### src/rtl/ctrl_seq_pkg.sv
// Shared state encoding for the ONC-16 control sequencer.
package ctrl_seq_pkg;

    localparam int SEQ_ST_W = 3;

    // Codes 6-7 are unused; the sequencer recovers from them to IDLE.
    typedef enum logic [SEQ_ST_W-1:0] {
        SEQ_IDLE   = 3'd0,
        SEQ_FETCH  = 3'd1,
        SEQ_DECODE = 3'd2,
        SEQ_EXEC   = 3'd3,
        SEQ_MEM    = 3'd4,
        SEQ_WB     = 3'd5
    } seq_st_e;

endpackage

### src/rtl/ctrl_seq.sv
// Multi-cycle fetch/decode/exec/mem/wb sequencer; 4 cycles per ALU op, 5 per LD/ST with zero-wait memory.
// Stalls in FETCH/MEM until the memory acks; run=0 only takes effect at an instruction boundary.
module ctrl_seq
    import ctrl_seq_pkg::*;
#(
    parameter int CNT_W = 16
) (
    input  logic                clk,
    input  logic                rst,
    input  logic                run,
    output logic                imem_req,
    input  logic                imem_ack,
    output logic                ir_we,
    input  logic                dec_rf_we,
    input  logic                dec_fr_de,
    input  logic                dec_dmem_we,
    input  logic                dec_mem_rd,
    output logic                dmem_req,
    input  logic                dmem_ack,
    output logic                dmem_we,
    output logic                fr_de,
    output logic                rf_we,
    output logic                pc_we,
    output logic                busy,
    output logic [SEQ_ST_W-1:0] state,
    output logic [CNT_W-1:0]    instret
);

    localparam logic [CNT_W-1:0] CNT_ONE = {{(CNT_W-1){1'b0}}, 1'b1};

    seq_st_e state_q;
    seq_st_e state_d;

    always_ff @(posedge clk) begin
        if (rst) begin
            state_q <= SEQ_IDLE;
            instret <= '0;
        end else begin
            state_q <= state_d;
            if (state_q == SEQ_WB) begin
                instret <= instret + CNT_ONE;
            end
        end
    end

    always_comb begin
        state_d  = state_q;
        imem_req = 1'b0;
        ir_we    = 1'b0;
        dmem_req = 1'b0;
        dmem_we  = 1'b0;
        fr_de    = 1'b0;
        rf_we    = 1'b0;
        pc_we    = 1'b0;
        case (state_q)
            SEQ_IDLE: begin
                if (run) state_d = SEQ_FETCH;
            end
            SEQ_FETCH: begin
                imem_req = 1'b1;
                if (imem_ack) begin
                    ir_we   = 1'b1;
                    state_d = SEQ_DECODE;
                end
            end
            SEQ_DECODE: begin
                state_d = SEQ_EXEC;
            end
            SEQ_EXEC: begin
                fr_de   = dec_fr_de;
                state_d = (dec_mem_rd | dec_dmem_we) ? SEQ_MEM : SEQ_WB;
            end
            SEQ_MEM: begin
                dmem_req = 1'b1;
                dmem_we  = dec_dmem_we;
                if (dmem_ack) state_d = SEQ_WB;
            end
            SEQ_WB: begin
                rf_we   = dec_rf_we;
                pc_we   = 1'b1;
                state_d = run ? SEQ_FETCH : SEQ_IDLE;
            end
            default: begin
                state_d = SEQ_IDLE;
            end
        endcase
        // An ack landing in a reset cycle must not commit anything.
        if (rst) begin
            imem_req = 1'b0;
            ir_we    = 1'b0;
            dmem_req = 1'b0;
            dmem_we  = 1'b0;
            fr_de    = 1'b0;
            rf_we    = 1'b0;
            pc_we    = 1'b0;
        end
    end

    assign busy  = (state_q != SEQ_IDLE);
    assign state = state_q;

endmodule

### config.mk
export PLATFORM = sky130hd
export DESIGN_NAME = ctrl_seq
export DESIGN_NICKNAME = d
export VERILOG_FILES = /design/src/rtl/ctrl_seq_pkg.sv /design/src/rtl/ctrl_seq.sv
export SDC_FILE = /design/constraint.sdc
export NUM_CORES = 1
export LEC_CHECK = 0
export CORE_AREA = 2 2 53 55
export DETAILED_ROUTE_END_ITERATION = 6
export DIE_AREA = 0 0 55 57
export PLACE_DENSITY = 0.73
export SLEW_MARGIN = 30
export SYNTH_ARGS = -nofsm -noshare
export SYNTH_HDL_FRONTEND = slang
export SYNTH_SLANG_ARGS = --single-unit
### constraint.sdc
create_clock -name clk -period 1.61 [get_ports clk]
set_input_delay 0.322 -clock clk [delete_from_list [all_inputs] [get_ports clk]]
set_output_delay 0.322 -clock clk [all_outputs]
set_load 0.05 [all_outputs]
==> results.cfg <==
[power_and_ir_drop]
vdd_drop_max_mv = 0.4718
powerDensity_mw_per_mm2 = 581.1
total_leakage_power_nw = 0.7669

[job]
maxCapViolCount = 0

[sta]
finalCritPeriodShare_pct = 109.2
rsz0062_at_grt = true
setup_viol = 10
worstMarginPinSlew_ps = 286.3
fin_ws_ps = -148.1
max_freq_mhz = 568.8
slew-limit-headroom_pct = 80.86
min_period_ps = 1758
fin_worst_skew_ps = 2.133
slew_violations = 0
finalHoldViolCount = 0

[floorplanning]
rows = 19
chipHeight_um = 57
initial_utilization_pct = 37.13
dieArea_mm2 = 0.003135
ios = 36
core_area_mm2 = 0.002615
die_width_um = 55

[final_layout]
area_delta_synth_final_pct = 92.91
diodes = 0
drive_gt1_share_pct = 53.07
final_common_cell = buf_4
layout_common_cells = buf_4, nor2_1, buf_12
nNetsFinal = 190
fin_util_pct = 71.63
nFillCells = 193

[detailed_routing]
drt_iter0_markers = 15
drt-total-wl_um = 2875
vias = 1077
drcViolationCount = 0
final_antenna_net_count = 0
routed_via_density = 5.129
drt_first_pass_iters = 4
wl_per_cell_um = 13.69

[critical_path]
critPathSlowestCell = dfxtp_4
path_depth = 5
start_kind = register
reg2reg_from = state[0]
cp_max_fo = 3
path_delay_family = simple AND/OR/NAND/NOR gates
crit_chain = buf_6, or2_4, nor2_4, and2_4, buf_12
required_ps = 1290
r2r-end = instret[15]
cp.arrival_ps = 1440
end_kind = primary output
cp-endpoint = ir_we
slowest_delay_ps = 360
crit_buf_inv = 2
r2r_setup_slack_ps = -100
startpoint = state[2]
critPathKind = reg2out
ff2ff_path_depth = 6

[logic_synthesis]
ys_ff_latch = 19
netlist_instances = 114
yosysSeqAreaShare_pct = 39.18
yosysTopAreaCellShare_pct = 39.18
ys_warn_count = 0
yosys.area.top_type = dfxtp_1
syn_nets = 124
synth.avg_cell_area_um2 = 8.517
synthTopCellsByArea = dfxtp_1, nor2_1, xor2_1
netlist_area_um2 = 970.9
ys_types = 34

[run_status]
violations = setup timing
status = complete, but fails checks

[place]
post-place-ws_ps = -267.9
portBuffers = 35
dpl.hpwl_um = 1971
globalplace.congestion = 0.8166

[clock_network]
htreeDepth = 1
clk_latency_ps = 300
cts_buffers = 3
clock_sinks = 19
cts_tree = done
clk_pin_slew_ps = 100
cts-root-buf = clkbuf_4
cts.path.max_buffers = 2

[global_routing]
grt-ovfl-total = 0
antenna_found_initial = 0
grt_pass1_vias = 1088
grt_use_total_pct = 19.97
grt_start_max_net_pins = 18
grt_pass1_wl_um = 4554

[hold_path]
hold_path.class = reg2reg
==> worst min path at each step <==
stage | startpoint | to | slack [ps] | depth (start not counted)
finish | instret[15] | instret[15] | 520 | 2
detailed placement | instret[15] | instret[15] | 500 | 2
global placement | instret[15] | instret[15] | 470 | 2
CTS | instret[15] | instret[15] | 510 | 2
floorplan | rst | state[1] | 530 | 2
global route | instret[15] | instret[15] | 540 | 2
==> tightest hold or removal path, stage by stage (launching register included) <==
cell and delay (ps):
dfxtp_1 340, o31ai_1 70, a21oi_1 60
==> sequential cells by signal, summed over array words and instances, names as in the netlist <==
| register | count |
|---|---|
| instret | 16 |
| state | 3 |
==> area by class of cell <==
type / instances / area [um2] / area share (%)
Clock buffer: 4 / 26.28 / 1.403
Tap cell: 31 / 38.79 / 2.071
Sequential cell: 19 / 417.9 / 22.31
Timing Repair Buffer: 67 / 745.7 / 39.81
Inverter: 1 / 3.754 / 0.2004
Multi-Input combinational cell: 88 / 640.6 / 34.20
==> synth_stat cells, drive strengths merged <==
| library cell | n |
|---|---|
| dfxtp | 19 |
| nor2 | 19 |
| a21oi | 7 |
| nand2 | 6 |
| or3 | 6 |
| xor2 | 6 |
| nand3 | 5 |
| o21ai | 5 |
| clkbuf | 4 |
| nand4 | 4 |
| xnor2 | 4 |
| and2 | 3 |
| mux2i | 3 |
| and3 | 2 |
| and4 | 2 |
| buf | 2 |
| nor2b | 2 |
| nor4b | 2 |
| a31oi | 1 |
| and3b | 1 |
| and4b | 1 |
| ha | 1 |
| inv | 1 |
| nand2b | 1 |
| nand4b | 1 |
| nor3 | 1 |
| nor4 | 1 |
| o31ai | 1 |
| o32ai | 1 |
| or2 | 1 |
| or4 | 1 |
==> stage by stage <==
step | instances | total power [mW] | TNS, ps | cell area, um2 | hold slack (ps)
after floorplan | 114 | 0.6471 | -770.2 | 1079 | 532.4
after global placement | 192 | 0.7546 | -1293 | 1657 | 473.1
after detailed placement | 192 | 0.7593 | -1644 | 1657 | 497.2
after CTS | 206 | 1.073 | -1014 | 1813 | 512.4
after global routing | 210 | 1.135 | -1501 | 1873 | 537.1
final | 210 | 1.088 | -1034 | 1873 | 517.6
==> per-layer routing <==
layer / global-route usage, % / share of wire (%) / vias up / wire length, um
met1: 22.08 / 38 / 506 / 1105
met5: 0 / 0 / - / 0
li1: - / - / 529 / -
met4: 9.408 / 2.1 / 0 / 60
met3: 5.759 / 7.4 / 5 / 214
met2: 34.01 / 52 / 37 / 1495
==> power breakdown <==
group	switching, mW	total (mW)	internal [mW]
Clock	0.148	0.244	0.0968
Sequential	0.00953	0.480	0.470
Combinational	0.173	0.364	0.192
Total	0.330	1.09	0.759
==> what timing repair did <==
item                                    in CTS  in global routing
pin swaps                                    5                  3
gates resized for setup                     15                  6
setup buffers                               10                  4
hold buffers                                 0                  0
endpoints found under the setup margin       9                 12
==> logic make-up (layout without fill, tap and decap cells) <==
group	after synthesis	in the layout	synth area share, %
simple gates	59	59	35.44
flops	19	19	39.17
compound gates	15	15	8.505
xor+xnor	10	10	9.020
buf+inv	7	72	3.478
mux	3	3	3.093
fa+ha+maj	1	1	1.288
No activity file was read; power rests on OpenSTA's default activity.
